`src/rtl/mips_control_fsm.sv`:
```
// Multicycle MIPS control unit: sequences fetch/decode/execute/memory/writeback and drives every datapath select.
// Optional ILLEGAL_TRAP_EN: unrecognised instructions halt the CPU instead of executing as a NOP.
module mips_control_fsm #(
  parameter int RESET_WAIT = 1
) (
  input  logic        clk,
  input  logic        reset,
  input  logic [31:0] Instr,
  input  logic        OUTLSB,
  input  logic        stall,
  input  logic        pc_zero,
  input  logic        waitrequest,
  output logic        PcEn,
  output logic        IorD,
  output logic        IrWrite,
  output logic        IrSel,
  output logic        RegDst,
  output logic        MemToReg,
  output logic        RegWrite,
  output logic        ALUSrcA,
  output logic        ExtSel,
  output logic        ALUsel,
  output logic        PCSrc,
  output logic [1:0]  ALUSrcB,
  output logic [3:0]  ALUControl,
  output logic        mem_read,
  output logic        mem_write,
  output logic        active,
  output logic [2:0]  o_dbg_state
);

  typedef enum logic [2:0] {
    S_IDLE   = 3'd0,
    S_FETCH  = 3'd1,
    S_DECODE = 3'd2,
    S_EXEC   = 3'd3,
    S_STALLW = 3'd4,
    S_MEM    = 3'd5,
    S_WB     = 3'd6,
    S_HALTED = 3'd7
  } state_t;

`ifdef ILLEGAL_TRAP_EN
  localparam state_t ILLEGAL_NEXT = S_HALTED;
`else
  localparam state_t ILLEGAL_NEXT = S_FETCH;
`endif

  state_t     r_state;
  logic [3:0] r_wait;

  logic [5:0] w_op;
  logic [5:0] w_funct;
  logic       w_is_rtype, w_funct_ok, w_is_muldiv, w_is_jr;
  logic       w_is_imm, w_is_imm_z, w_is_lw, w_is_sw, w_is_mem, w_is_br, w_is_j;
  logic       w_legal;
  logic [3:0] w_imm_alu;
  logic       w_unused_instr;

  assign w_op           = Instr[31:26];
  assign w_funct        = Instr[5:0];
  assign w_unused_instr = ^Instr[25:6];

  always_comb begin
    w_funct_ok = 1'b0;
    case (w_funct)
      6'h00, 6'h02, 6'h03, 6'h04, 6'h06, 6'h07, 6'h08, 6'h10, 6'h12,
      6'h18, 6'h19, 6'h1A, 6'h1B, 6'h20, 6'h21, 6'h22, 6'h23,
      6'h24, 6'h25, 6'h26, 6'h27, 6'h2A, 6'h2B: w_funct_ok = 1'b1;
      default: w_funct_ok = 1'b0;
    endcase
  end

  always_comb begin
    w_imm_alu = 4'h0;
    case (w_op)
      6'h09:   w_imm_alu = 4'h0;
      6'h0A:   w_imm_alu = 4'h5;
      6'h0B:   w_imm_alu = 4'h6;
      6'h0C:   w_imm_alu = 4'h2;
      6'h0D:   w_imm_alu = 4'h3;
      6'h0E:   w_imm_alu = 4'h4;
      6'h0F:   w_imm_alu = 4'h7;
      default: w_imm_alu = 4'h0;
    endcase
  end

  assign w_is_rtype  = (w_op == 6'h00) && w_funct_ok;
  assign w_is_muldiv = w_is_rtype && (w_funct[5:2] == 4'b0110);
  assign w_is_jr     = w_is_rtype && (w_funct == 6'h08);
  assign w_is_imm    = (w_op >= 6'h09) && (w_op <= 6'h0F);
  assign w_is_imm_z  = (w_op >= 6'h0C) && (w_op <= 6'h0F);
  assign w_is_lw     = (w_op == 6'h23);
  assign w_is_sw     = (w_op == 6'h2B);
  assign w_is_mem    = w_is_lw || w_is_sw;
  assign w_is_br     = (w_op == 6'h04) || (w_op == 6'h05);
  assign w_is_j      = (w_op == 6'h02);
  assign w_legal     = w_is_rtype || w_is_imm || w_is_mem || w_is_br || w_is_j;

  // Memory handshake: mem_read/mem_write and every other control are held while
  // waitrequest=1; the access completes on the first cycle waitrequest=0.
  always_ff @(posedge clk or negedge reset) begin
    if (!reset) begin
      r_state <= S_IDLE;
      r_wait  <= 4'(RESET_WAIT);
    end else begin
      case (r_state)
        S_IDLE: begin
          if (r_wait <= 4'd1) r_state <= S_FETCH;
          else                r_wait  <= r_wait - 4'd1;
        end
        S_FETCH: begin
          if (pc_zero)           r_state <= S_HALTED;
          else if (!waitrequest) r_state <= S_DECODE;
        end
        S_DECODE: r_state <= S_EXEC;
        S_EXEC: begin
          if (!w_legal)                          r_state <= ILLEGAL_NEXT;
          else if (w_is_muldiv)                  r_state <= S_STALLW;
          else if (w_is_mem)                     r_state <= S_MEM;
          else if (w_is_jr || w_is_br || w_is_j) r_state <= S_FETCH;
          else                                   r_state <= S_WB;
        end
        S_STALLW: if (!stall) r_state <= S_FETCH;
        S_MEM: begin
          if (!waitrequest) r_state <= w_is_lw ? S_WB : S_FETCH;
        end
        S_WB:     r_state <= S_FETCH;
        S_HALTED: r_state <= S_HALTED;
        default:  r_state <= S_IDLE;
      endcase
    end
  end

  always_comb begin
    PcEn = 1'b0; IorD = 1'b0; IrWrite = 1'b0; IrSel = 1'b0; RegDst = 1'b0;
    MemToReg = 1'b0; RegWrite = 1'b0; ALUSrcA = 1'b0; ExtSel = 1'b0;
    ALUsel = 1'b0; PCSrc = 1'b0; ALUSrcB = 2'b00; ALUControl = 4'h0;
    mem_read = 1'b0; mem_write = 1'b0;
    case (r_state)
      S_FETCH: begin
        if (!pc_zero) begin
          mem_read = 1'b1;
          ALUSrcB  = 2'b01;
          if (!waitrequest) begin
            IrWrite = 1'b1;
            PcEn    = 1'b1;
          end
        end
      end
      S_DECODE: begin
        IrSel   = 1'b1;
        ALUSrcB = 2'b11;
      end
      // IrSel stays 1 after DECODE so Instr is taken from the latched IR.
      S_EXEC: begin
        IrSel = 1'b1;
        if (w_is_rtype) begin
          ALUSrcA    = 1'b1;
          ALUControl = 4'hF;
          PcEn       = w_is_jr;
        end else if (w_is_imm) begin
          ALUSrcA    = 1'b1;
          ALUSrcB    = 2'b10;
          ExtSel     = w_is_imm_z;
          ALUControl = w_imm_alu;
        end else if (w_is_mem) begin
          ALUSrcA = 1'b1;
          ALUSrcB = 2'b10;
        end else if (w_is_br) begin
          ALUSrcA    = 1'b1;
          ALUControl = w_op[0] ? 4'hA : 4'h9;
          PcEn       = OUTLSB;
          PCSrc      = 1'b1;
        end else if (w_is_j) begin
          PcEn   = 1'b1;
          PCSrc  = 1'b1;
          ALUsel = 1'b1;
        end
      end
      S_STALLW: begin
        IrSel      = 1'b1;
        ALUSrcA    = 1'b1;
        ALUControl = 4'hF;
      end
      S_MEM: begin
        IrSel     = 1'b1;
        IorD      = 1'b1;
        ALUsel    = 1'b1;
        mem_read  = w_is_lw;
        mem_write = w_is_sw && !w_is_lw;
      end
      S_WB: begin
        IrSel    = 1'b1;
        RegWrite = 1'b1;
        MemToReg = !w_is_lw;
        RegDst   = w_is_rtype;
      end
      default: ;
    endcase
  end

  assign active      = (r_state != S_IDLE) && (r_state != S_HALTED);
  assign o_dbg_state = r_state;

endmodule
```
`config.mk`:
```
export PLATFORM = sky130hd
export DESIGN_NAME = mips_control_fsm
export DESIGN_NICKNAME = d
export VERILOG_FILES = /design/src/rtl/mips_control_fsm.sv
export SDC_FILE = /design/constraint.sdc
export NUM_CORES = 1
export LEC_CHECK = 0
export ABC_AREA = 1
export BUFFER_PORTS_ARGS = -buffer_cell sky130_fd_sc_hd__buf_4
export CELL_PAD_IN_SITES_DETAIL_PLACEMENT = 1
export CELL_PAD_IN_SITES_GLOBAL_PLACEMENT = 1
export CORE_ASPECT_RATIO = 0.8
export CORE_MARGIN = 4
export CORE_UTILIZATION = 26
export CTS_CLUSTER_DIAMETER = 30
export DETAILED_ROUTE_END_ITERATION = 12
export GPL_ROUTABILITY_DRIVEN = 0
export PLACE_DENSITY = 0.87
export SETUP_SLACK_MARGIN = 0.3
export SYNTH_ARGS = -nofsm -noshare
export SYNTH_HDL_FRONTEND = slang
export SYNTH_SLANG_ARGS = --single-unit
```
`constraint.sdc`:
```
create_clock -name clk -period 1.9 [get_ports clk]
set_clock_uncertainty 0.15 [all_clocks]
set_input_delay 0.19 -clock clk [delete_from_list [all_inputs] [get_ports clk]]
set_output_delay 0.19 -clock clk [all_outputs]
set_load 0.01 [all_outputs]
```
==> reports/results.ini <==
[setup_path]
critPathArrivalTime_ps=1990
crit_fanout=5
cp.required_ps=1880
cp-end-kind=flop
crit_top_cell=buf_6
critPathKind=reg2reg
slowest_stage=dfrtp_2
cpPeakStageDelay_ps=450
start_kind=flop
crit_chain=clkinv_4, buf_6, nor3_4, buf_4, buf_6, o21ai_4, nand3_4, nor3_2, a21oi_1

[power]
power_density_nw_per_um2=1137
p_leak_nw=0.8953
intPower_mw=1.079
combPwrFrac=0.773
power_frac_seq=0.121
clock_power_share=0.106
p_sw_frac=0.4853
power.switching_mw=1.017
vdd_drop_max_v=0.0006444

[timing]
period_needed_ps=2010
timing.final.crit_share=1.058
fin_tns_setup_ps=-277.8
report.final.slew_viol_count=0
setup-violations-final=7
fmax_mhz=497.5
rsz0062_at_grt=yes
worst_slew_pin_slew_ps=518.6
finalHoldViolations=0
slew_headroom=0.6530
fin_ws_ps=-110.0

[logic_synthesis]
ys.flop_type=dfrtp_1
yosysWarnings=0
ys_seq_area_frac=0.1924
syn-cell-area_um2=917.1
synth_top_area_frac=0.1637
syn_inst=152
yosysUniqueCellTypes=29
async_reset_ff_frac=1.000
syn_avg_cell_area_um2=6.034
synth_area_leaders=dfrtp_1, nand2_1, nor2_1
synth-edff-count=0
ys_seq_elements=7
synthTopCellsByCount=nand2_1, nor2_1, inv_1, nand3_1
synth_nets=192
synth_area_leader_cell=dfrtp_1
yosysMostFrequentCell=nand2_1

[cts]
cts_tree=done
path_clk_slew_ps=40
clock_path_buffers=2
cts_buffers=3
cts_sinks=7
cts_htree_levels=1
clk_latency_ps=230
root_buffer=clkbuf_8

[die]
dieArea_um2=4547
ios=61
die_w_um=74.40
die_y_um=61.12
initial_core_util=0.2679
fp.coreArea_um2=3423
rows=19

[global_route]
grt-ovfl-total=0
grt.total_usage=0.1846
grt_pass1_wl_um=6499
antenna_found_initial=0
first_global_vias=1408
grt_max_degree=8

[detailed_routing]
met1Wirelength_um=2096
drc=0
dr.pass1.iters=4
drtIter0Drc=131
dr_total_vias=1463
routed_via_density=5.459
wl_um=5790
dr_wl_met3_um=352
drtAntennaViolNets=0
highest_layer=met4
wire_per_inst_um=21.60
wl_met2_um=3040

[cells_and_area]
synthToLayoutAreaGrowth_pct=101.0
diodes=0
finish.instance_area_um2=1843
multi_input_area_um2=857.1
drive_above_1_share=0.6195
final_core_util=0.5384
fin_nets=267
regArea_um2=180.2
n_fill_cell=429

[run_status]
failed_checks=setup timing
status=complete, but fails checks

[job]
max_cap_viol_count=0

[place]
dpl-instance-area_um2=1301
dpl.hpwl_um=2521
port_buffers=40

[hold_path]
hp-class=in2async

-- cell type report --
type,count,share of cell area
inverters,27,0.06042
repair buffers,70,0.3238
multi-input cells,118,0.4650
flip-flops and latches,7,0.09776
clock buffers,4,0.02444
well taps,42,0.02851
-- worst max-delay path: cells and delay by family, from the launching register on --
kind,cells,cell delay [ps]
AOI/OAI and AO/OA,2,280
buffers and inverters,4,540
DFF,1,450
and+or+nand+nor,3,460
-- sequential cells by signal (all words and copies together), names as in the netlist --
name         count
r_wait           4
o_dbg_state      3
-- placed cells by master (no fill, tap or decap), types with 4 or more instances in the layout --
cell | netlist | layout
nand2_1 | 35 | 25
a21oi_1 | 7 | 4
nand3_1 | 10 | 8
o21ai_2 | 0 | 6
nand4_1 | 5 | 5
nor2_4 | 2 | 5
buf_6 | 0 | 15
buf_4 | 0 | 53
inv_2 | 7 | 10
nor2_2 | 4 | 7
inv_1 | 19 | 13
nor2_1 | 22 | 16
nand2_2 | 1 | 8
-- per-stage QoR --
step	instances	power [mW]	hold slack, ps	setup WS (ps)
after floorplan	152	0.6670	-255.6	271.2
after CTS	259	1.613	118.9	77.24
after detailed placement	238	1.043	-142.3	126.8
after global routing	268	2.193	210.1	-160.7
after global placement	238	1.028	-143.3	111.1
final	268	2.096	190.7	-110.0
-- power groups by stage --
stage / Clock, mW / Combinational (mW) / Sequential (mW)
6_report: 0.222 / 1.62 / 0.253
5_1_grt: 0.235 / 1.70 / 0.256
4_1_cts: 0.217 / 1.16 / 0.238
3_5_place_dp: 0 / 0.797 / 0.246
3_3_place_gp: 0 / 0.783 / 0.245
2_1_floorplan: 0 / 0.420 / 0.247
-- repair_timing --
item                                    CTS  global route
gates resized for setup                  41            40
endpoints found under the hold margin     7             0
pin swaps                                12            14
hold buffers                              1             0
endpoints found under the setup margin   22            24
setup buffers                            16             9
-- cell families (layout without fill, tap and decap cells) --
logic type               Yosys count  after routing  synth area share
flip-flops                         7              7            0.1924
buffers and inverters             27            101            0.1105
AO/OA/AOI/OAI                     25             25            0.1583
adder cells (fa/ha/maj)            2              2           0.02728
AND/OR/NAND/NOR                   88             88            0.4830
XOR/XNOR                           3              3           0.02865
-- final timing paths --
kind	start	to	slack, ps	depth (start not counted)
setup reg to reg	o_dbg_state[2]	o_dbg_state[0]	-110	9
hold / removal	reset	r_wait[2]	190	2
max in group asynchronous	reset	r_wait[0]	1200	2
min in group clk	stall	o_dbg_state[0]	200	4
setup / recovery	o_dbg_state[2]	o_dbg_state[0]	-110	9
hold reg to reg	r_wait[3]	r_wait[3]	360	1
-- per-layer routing --
layer | up-vias | GRT usage
met4 | 0 | 0.08376
met3 | 28 | 0.01794
met5 | - | 0
met1 | 699 | 0.2043
met2 | 88 | 0.3579
li1 | 648 | -
No activity file was read; power rests on OpenSTA's default activity.
